## src/rtl/centroid_pkg.sv

```systemverilog
// Shared widths and scheduler state encoding
// for the green-pixel centroid datapath.
package centroid_pkg;

  localparam int COORD_W = 10;
  localparam int SUM_W   = 29;
  localparam int CNT_W   = 19;

  typedef enum logic [1:0] {
    IDLE    = 2'd0,
    DIV_X   = 2'd1,
    DIV_Y   = 2'd2,
    PUBLISH = 2'd3
  } sched_state_t;

endpackage

```

## src/rtl/centroid_div_scheduler_if.sv

```systemverilog
// Accumulator-side inputs and centroid outputs
// of the centroid scheduler.
interface centroid_div_scheduler_if
  import centroid_pkg::*;
#(
  parameter int COORD_W = centroid_pkg::COORD_W,
  parameter int SUM_W   = centroid_pkg::SUM_W,
  parameter int CNT_W   = centroid_pkg::CNT_W
);

  logic               enable;
  logic               frame_end;
  logic [SUM_W-1:0]   sum_x_in;
  logic [SUM_W-1:0]   sum_y_in;
  logic [CNT_W-1:0]   count_in;
  logic               acc_clear;
  logic [COORD_W-1:0] centro_x;
  logic [COORD_W-1:0] centro_y;
  logic               centro_valid;
  logic               busy;
  logic               frame_dropped;

  modport master (
    output enable, frame_end,
    output sum_x_in, sum_y_in, count_in,
    input  acc_clear, centro_x, centro_y,
    input  centro_valid, busy, frame_dropped
  );

  modport slave (
    input  enable, frame_end,
    input  sum_x_in, sum_y_in, count_in,
    output acc_clear, centro_x, centro_y,
    output centro_valid, busy, frame_dropped
  );

endinterface

```

## src/rtl/centroid_div_scheduler_divider.sv

```systemverilog
// Restoring divider, one quotient bit per cycle;
// the start cycle performs the first iteration.
module seq_divider #(
  parameter int N_W = 29,
  parameter int D_W = 19
) (
  input  logic           clk,
  input  logic           rst_n,
  input  logic           start_i,
  input  logic           abort_i,
  input  logic [N_W-1:0] dividend_i,
  input  logic [D_W-1:0] divisor_i,
  output logic [N_W-1:0] quotient_o,
  output logic           done_o
);

  localparam int CW = $clog2(N_W + 1);

  logic [D_W-1:0] rem_q, rem_d;
  logic [N_W-1:0] quo_q, quo_d;
  logic [D_W-1:0] div_q, div_d;
  logic [CW-1:0]  cnt_q, cnt_d;
  logic           done_q, done_d;

  logic [D_W-1:0] rem_src;
  logic [N_W-1:0] quo_src;
  logic [D_W-1:0] dvs;
  logic [D_W:0]   shifted;
  logic           ge;

  always_comb begin
    rem_src = start_i ? '0 : rem_q;
    quo_src = start_i ? dividend_i : quo_q;
    dvs     = start_i ? divisor_i : div_q;
    shifted = {rem_src, quo_src[N_W-1]};
    ge      = shifted >= {1'b0, dvs};
  end

  always_comb begin
    rem_d  = rem_q;
    quo_d  = quo_q;
    div_d  = div_q;
    cnt_d  = cnt_q;
    done_d = 1'b0;
    if (abort_i) begin
      cnt_d = '0;
    end else if (start_i || cnt_q != '0) begin
      rem_d = ge ? D_W'(shifted - {1'b0, dvs})
                 : shifted[D_W-1:0];
      quo_d = {quo_src[N_W-2:0], ge};
      div_d = dvs;
      if (start_i) begin
        cnt_d  = CW'(N_W - 1);
        done_d = (N_W == 1);
      end else begin
        cnt_d  = cnt_q - 1'b1;
        done_d = (cnt_q == CW'(1));
      end
    end
  end

  always_ff @(posedge clk or negedge rst_n) begin
    if (!rst_n) begin
      rem_q  <= '0;
      quo_q  <= '0;
      div_q  <= '0;
      cnt_q  <= '0;
      done_q <= 1'b0;
    end else begin
      rem_q  <= rem_d;
      quo_q  <= quo_d;
      div_q  <= div_d;
      cnt_q  <= cnt_d;
      done_q <= done_d;
    end
  end

  assign quotient_o = quo_q;
  assign done_o     = done_q;

endmodule

```

## src/rtl/centroid_div_scheduler.sv

```systemverilog
// Frame-boundary snapshot and shared-divider centroid scheduler.
// Optional CENTROID_ROUND_EN selects round-half-up quotients.
module centroid_div_scheduler
  import centroid_pkg::*;
#(
  parameter int COORD_W = centroid_pkg::COORD_W,
  parameter int SUM_W   = centroid_pkg::SUM_W,
  parameter int CNT_W   = centroid_pkg::CNT_W
) (
  input logic clk,
  input logic rst_n,
  centroid_div_scheduler_if.slave bus
);

  sched_state_t state_q, state_d;

  logic [SUM_W-1:0]   sum_y_q, sum_y_d;
  logic [CNT_W-1:0]   cnt_q, cnt_d;
  logic               ovf_q, ovf_d;
  logic [COORD_W-1:0] qx_q, qx_d;
  logic [COORD_W-1:0] cx_q, cx_d;
  logic [COORD_W-1:0] cy_q, cy_d;
  logic               valid_q, valid_d;
  logic               clr_q, clr_d;
  logic               drop_q, drop_d;

  logic               en;
  logic               fe;
  logic [SUM_W-1:0]   src_sum;
  logic [CNT_W-1:0]   src_cnt;
  logic [SUM_W:0]     dvd_w;
  logic               div_start;
  logic               div_done;
  logic [SUM_W-1:0]   quo;
  logic [COORD_W-1:0] q_sat;

  assign en = bus.enable;
  assign fe = bus.frame_end;

  // X starts straight from the inputs; Y from the snapshot
  assign src_sum = (state_q == IDLE) ? bus.sum_x_in : sum_y_q;
  assign src_cnt = (state_q == IDLE) ? bus.count_in : cnt_q;

`ifdef CENTROID_ROUND_EN
  assign dvd_w = {1'b0, src_sum} + (SUM_W+1)'(src_cnt >> 1);
`else
  assign dvd_w = {1'b0, src_sum};
`endif

  assign div_start = en &&
    ((state_q == IDLE && fe && bus.count_in != '0) ||
     (state_q == DIV_X && div_done));

  // A carried dividend is >= 2^SUM_W, so the quotient overflows too
  assign q_sat = (ovf_q || |quo[SUM_W-1:COORD_W])
               ? '1 : quo[COORD_W-1:0];

  seq_divider #(
    .N_W(SUM_W),
    .D_W(CNT_W)
  ) u_div (
    .clk        (clk),
    .rst_n      (rst_n),
    .start_i    (div_start),
    .abort_i    (!en),
    .dividend_i (dvd_w[SUM_W-1:0]),
    .divisor_i  (src_cnt),
    .quotient_o (quo),
    .done_o     (div_done)
  );

  always_comb begin
    state_d = state_q;
    sum_y_d = sum_y_q;
    cnt_d   = cnt_q;
    ovf_d   = div_start ? dvd_w[SUM_W] : ovf_q;
    qx_d    = qx_q;
    cx_d    = cx_q;
    cy_d    = cy_q;
    valid_d = 1'b0;
    clr_d   = 1'b0;
    drop_d  = 1'b0;
    if (!en) begin
      state_d = IDLE;
      cx_d    = '0;
      cy_d    = '0;
      clr_d   = 1'b1;
    end else begin
      if (fe) begin
        clr_d  = 1'b1;
        drop_d = (state_q != IDLE);
      end
      unique case (state_q)
        IDLE: if (fe) begin
          sum_y_d = bus.sum_y_in;
          cnt_d   = bus.count_in;
          if (bus.count_in != '0) state_d = DIV_X;
        end
        DIV_X: if (div_done) begin
          qx_d    = q_sat;
          state_d = DIV_Y;
        end
        DIV_Y: if (div_done) begin
          cx_d    = qx_q;
          cy_d    = q_sat;
          valid_d = 1'b1;
          state_d = PUBLISH;
        end
        PUBLISH: state_d = IDLE;
        default: state_d = IDLE;
      endcase
    end
  end

  always_ff @(posedge clk or negedge rst_n) begin
    if (!rst_n) begin
      state_q <= IDLE;
      sum_y_q <= '0;
      cnt_q   <= '0;
      ovf_q   <= 1'b0;
      qx_q    <= '0;
      cx_q    <= '0;
      cy_q    <= '0;
      valid_q <= 1'b0;
      clr_q   <= 1'b0;
      drop_q  <= 1'b0;
    end else begin
      state_q <= state_d;
      sum_y_q <= sum_y_d;
      cnt_q   <= cnt_d;
      ovf_q   <= ovf_d;
      qx_q    <= qx_d;
      cx_q    <= cx_d;
      cy_q    <= cy_d;
      valid_q <= valid_d;
      clr_q   <= clr_d;
      drop_q  <= drop_d;
    end
  end

  assign bus.acc_clear     = clr_q;
  assign bus.centro_x      = cx_q;
  assign bus.centro_y      = cy_q;
  assign bus.centro_valid  = valid_q;
  assign bus.busy          = (state_q != IDLE);
  assign bus.frame_dropped = drop_q;

endmodule

```

## src/flat_wrapper.sv

```systemverilog
// flat-port wrapper written by rule: the top's interface ports become plain ports
module centroid_div_scheduler_flat import centroid_pkg::*;
#(
  parameter int COORD_W = centroid_pkg::COORD_W,
  parameter int SUM_W   = centroid_pkg::SUM_W,
  parameter int CNT_W   = centroid_pkg::CNT_W
)
  (clk, rst_n, bus_enable, bus_frame_end, bus_sum_x_in, bus_sum_y_in, bus_count_in, bus_acc_clear, bus_centro_x, bus_centro_y, bus_centro_valid, bus_busy, bus_frame_dropped);
  centroid_div_scheduler_if #(.COORD_W(COORD_W), .SUM_W(SUM_W), .CNT_W(CNT_W)) bus_i ();
  input logic clk;
  input logic rst_n;
  input wire logic [$bits(bus_i.enable)-1:0] bus_enable;
  input wire logic [$bits(bus_i.frame_end)-1:0] bus_frame_end;
  input wire logic [$bits(bus_i.sum_x_in)-1:0] bus_sum_x_in;
  input wire logic [$bits(bus_i.sum_y_in)-1:0] bus_sum_y_in;
  input wire logic [$bits(bus_i.count_in)-1:0] bus_count_in;
  output wire logic [$bits(bus_i.acc_clear)-1:0] bus_acc_clear;
  output wire logic [$bits(bus_i.centro_x)-1:0] bus_centro_x;
  output wire logic [$bits(bus_i.centro_y)-1:0] bus_centro_y;
  output wire logic [$bits(bus_i.centro_valid)-1:0] bus_centro_valid;
  output wire logic [$bits(bus_i.busy)-1:0] bus_busy;
  output wire logic [$bits(bus_i.frame_dropped)-1:0] bus_frame_dropped;
  assign bus_i.enable = bus_enable;
  assign bus_i.frame_end = bus_frame_end;
  assign bus_i.sum_x_in = bus_sum_x_in;
  assign bus_i.sum_y_in = bus_sum_y_in;
  assign bus_i.count_in = bus_count_in;
  assign bus_acc_clear = bus_i.acc_clear;
  assign bus_centro_x = bus_i.centro_x;
  assign bus_centro_y = bus_i.centro_y;
  assign bus_centro_valid = bus_i.centro_valid;
  assign bus_busy = bus_i.busy;
  assign bus_frame_dropped = bus_i.frame_dropped;
  centroid_div_scheduler #(.COORD_W(COORD_W), .SUM_W(SUM_W), .CNT_W(CNT_W)) u_core (.clk(clk), .rst_n(rst_n), .bus(bus_i));
endmodule
```

## config.mk

```make
export PLATFORM = sky130hd
export DESIGN_NAME = centroid_div_scheduler_flat
export DESIGN_NICKNAME = d
export VERILOG_FILES = /design/src/rtl/centroid_pkg.sv /design/src/rtl/centroid_div_scheduler_if.sv /design/src/rtl/centroid_div_scheduler_divider.sv /design/src/rtl/centroid_div_scheduler.sv /design/src/flat_wrapper.sv
export SDC_FILE = /design/constraint.sdc
export NUM_CORES = 1
export LEC_CHECK = 0
export BUFFER_PORTS_ARGS = -buffer_cell sky130_fd_sc_hd__buf_2
export CORE_ASPECT_RATIO = 1.1
export CORE_MARGIN = 1.5
export CORE_UTILIZATION = 53
export CTS_CLUSTER_DIAMETER = 50
export DETAILED_ROUTE_END_ITERATION = 10
export PLACE_DENSITY = 0.76
export SLEW_MARGIN = 20
export SYNTH_ARGS = -nofsm -noshare
export SYNTH_HDL_FRONTEND = slang
export SYNTH_SLANG_ARGS = --single-unit
```

## constraint.sdc

```tcl
create_clock -name clk -period 4.2 [get_ports clk]
set_clock_uncertainty 0.2 [all_clocks]
set_input_delay 0.84 -clock clk [delete_from_list [all_inputs] [get_ports clk]]
set_output_delay 0.84 -clock clk [all_outputs]
set_load 0.03 [all_outputs]
```

==> impl_metrics.toml <==
[outcome]
status = "finished clean"

[logic_synthesis]
synth_ff_type = "dfrtp_1"
yosys.area.top_type_share_pct = 47.90
syn_nets = 1019
post-synth-top-count-cell = "nand2_1"
synth-seq-cells = 156
yosysUniqueCellTypes = 58
yosysWarnings = 0
synth_cells = 914
syn_avg_cell_area_sq_um = 8.916
synth_top_area_cell = "dfrtp_1"
synth_commonest_cells = "244 x nand2_1, 156 x dfrtp_1, 65 x nor2_1"
ys_seq_area_share_pct = 47.90
netlist_area_sq_um = 8149
ys_top_cells_by_area = "dfrtp_1 48%, nand2_1 11%, mux2i_1 6.3%"
async_reset_ff_share_pct = 100.0
synth_edf_count = 0

[place]
io_buffers = 104
dp_hpwl_um = 13540
place_area_sq_um = 9518
routabilityCongestion = 0.8848

[worst_setup_path]
crit_type = "in -> reg"
max_stage_delay_ns = 0.37
crit_chain = "buf_6, nor4_4, nand4_4, a21o_4, buf_12, nand2_4, o21a_1, inv_2, ha_4, a21o_1, a21o_1, a21o_1, nand2b_4, nand3_2, nand2_1, a221o_1, o21ai_4, nor3b_4, a22oi_1, o21ai_1"
worst_ep_arrival_time_ns = 4.27
crit_top_cell = "a21o_1"
startpoint_type = "input port"
cp.required_ns = 4.35
slowest_stage = "a221o_1"
cp_max_fo = 6
worstSetupEndpointType = "flip-flop"

[cts]
cts_buffers = 17
clock-sinks = 156
cts.clk_slew.worst_paths_ns = 0.06
cts_htree_levels = 4
cts_root_buffer = "clkbuf_16"
holdBufCountCts = 0
insertion_delay_ns = 0.43
tritoncts = "done"
cts_buffer_depth = 2

[power]
swShare_pct = 38.37
p_seq_share_pct = 32.9
p_per_area_nw_per_um2 = 682.3
power_frac_comb_pct = 45.4
power.internal_w = 0.004396
power.net_switching_w = 0.002737
ir_drop_uv = 348.4
leakagePower_nw = 5.383
clkPwrFrac_pct = 21.7
finalPower_w = 0.007133

[grt]
grtUsageTotal_pct = 24.88
grt_max_degree = 65
antenna_found_initial = 0
grt_pass1_wl_um = 31600
grt-ovfl-total = 0
grt_pass1_vias = 6535

[layout]
finalNetCount = 1183
finalInstanceArea_sq_um = 10460
area_growth_pct = 28.30
antenna_cells = 0
drive_above_1_share_pct = 26.40

[floorplanning]
row_count = 47
num_io_pins = 105
die_h_um = 133.1
dieArea_sq_um = 16130
coreArea_sq_um = 15050
fp.dieW_um = 121.2
initial_core_util_pct = 54.13

[timing]
final.min_clock_period_ns = 4.121
slew_headroom_pct = 59.93
slew_viol_final = 0
setup_violations = 0
timing.final.hold_violations = 0
fin_crit_sh_pct = 98.11
finalSetupTns_ns = 0
whs_ns = 0.1855
rsz0062_at_grt = "yes"
fmax_mhz = 242.7
tightest_slew_ns = 0.6010

[drt]
drt_pass1_iterations = 5
wire_per_inst_um = 15.19
wl_um = 19550
ant_nets = 0
vias_per_cell = 5.384
drcViolationCount = 0
drt_iter0_markers = 407
vias = 6929

[run]
cap_violations = 0

[min_path]
hold_path.class = "in -> async"
==> worst max-delay path, delay by kind of cell <==
family	cells	cell delay, ns
fa+ha+maj	1	0.24
simple gates	7	1.18
buf+inv	3	0.29
compound gates	9	1.69
==> power by group through the flow <==
stage	Sequential, W	Clock [W]	Combinational (W)
after floorplan	0.00228	0	0.00217
after global placement	0.00234	0	0.00290
after detailed placement	0.00235	0	0.00296
after CTS	0.00234	0.00157	0.00300
after global routing	0.00241	0.00163	0.00358
final	0.00234	0.00155	0.00324
==> layout make-up <==
cell class	count	area, sq um
clock inverters	12	133.9
clock buffers	20	466.7
fillers	1133	4599
inverters	26	97.59
repair buffers	198	1378
well taps	196	245.2
flip-flops and latches	156	3904
multi-input cells	679	4230
==> sequential cells by signal (all words and copies together) (netlist names), 2 cells and up, named ones only <==
register                 cells
u_core.u_div.div_q          18
u_core.state_q               2
u_core.qx_q                 10
u_core.u_div.rem_q          19
u_core.sum_y_q              29
u_core.bus.centro_x         10
u_core.u_div.cnt_q           5
u_core.u_div.quotient_o     29
u_core.cnt_q                19
u_core.bus.centro_y         10
==> metrics by stage <==
stage | instances | setup slack, ns | util (%)
2_1_floorplan | 914 | -0.05338 | -
3_3_place_gp | 1245 | -0.2577 | 63.22
3_5_place_dp | 1245 | -0.3330 | 63.22
4_1_cts | 1277 | 0.07986 | 67.21
5_1_grt | 1287 | -0.05720 | 69.45
6_report | 1287 | 0.07944 | 69.45
==> logic make-up (layout without fill, tap and decap cells) <==
family                   count (synthesis)  count (layout)  synth area share (%)
multiplexers                            55              55                 6.909
buffers and inverters                   79             256                 3.746
adder cells (fa/ha/maj)                 24              24                 3.777
XOR/XNOR                                24              24                 2.579
flip-flops                             156             156                 47.90
AND/OR/NAND/NOR                        381             381                 20.47
AO/OA/AOI/OAI                          195             195                 14.62
==> layout by cell type (no fill, tap or decap), types with 15 or more instances in the layout <==
cell       netlist  final
buf_2            4    101
and2_1          17     15
xnor2_1         16     16
o21ai_1         49     48
nor2_1          65     65
o21ai_0         29     26
o21a_1          16     16
ha_1            23     15
clkbuf_16        0     21
nand2_1        244    242
buf_4            1     85
a21oi_1         51     47
mux2i_1         51     51
dfrtp_1        156    156
inv_1           26     23
==> path summary, 6_finish.rpt <==
path                                          from                       to  slack, ns  depth (start not counted)
worst min-delay path                         rst_n         u_core.cnt_q[12]       0.19                          1
max in group asynchronous                    rst_n  u_core.bus.centro_valid       2.73                          2
worst max register to register   u_core.state_q[0]   u_core.u_div.rem_q[18]       0.20                         21
min in group clk                u_core.sum_y_q[13]       u_core.sum_y_q[13]       0.27                          2
worst min register to register  u_core.sum_y_q[13]       u_core.sum_y_q[13]       0.27                          2
worst max-delay path              bus_count_in[14]   u_core.u_div.rem_q[18]       0.08                         20
==> what timing repair did <==
action / in CTS / in global routing
endpoints found under the setup margin: 0 / 20
buffers inserted: 0 / 6
gates resized for setup: 0 / 38
==> layer usage <==
metal | global-route usage [%] | wire [um]
met3 | 4.310 | 886
met4 | 10.00 | 425
met2 | 38.42 | 9237
met1 | 35.04 | 9003
met5 | 0 | 0
No activity file was read; power rests on OpenSTA's default activity.
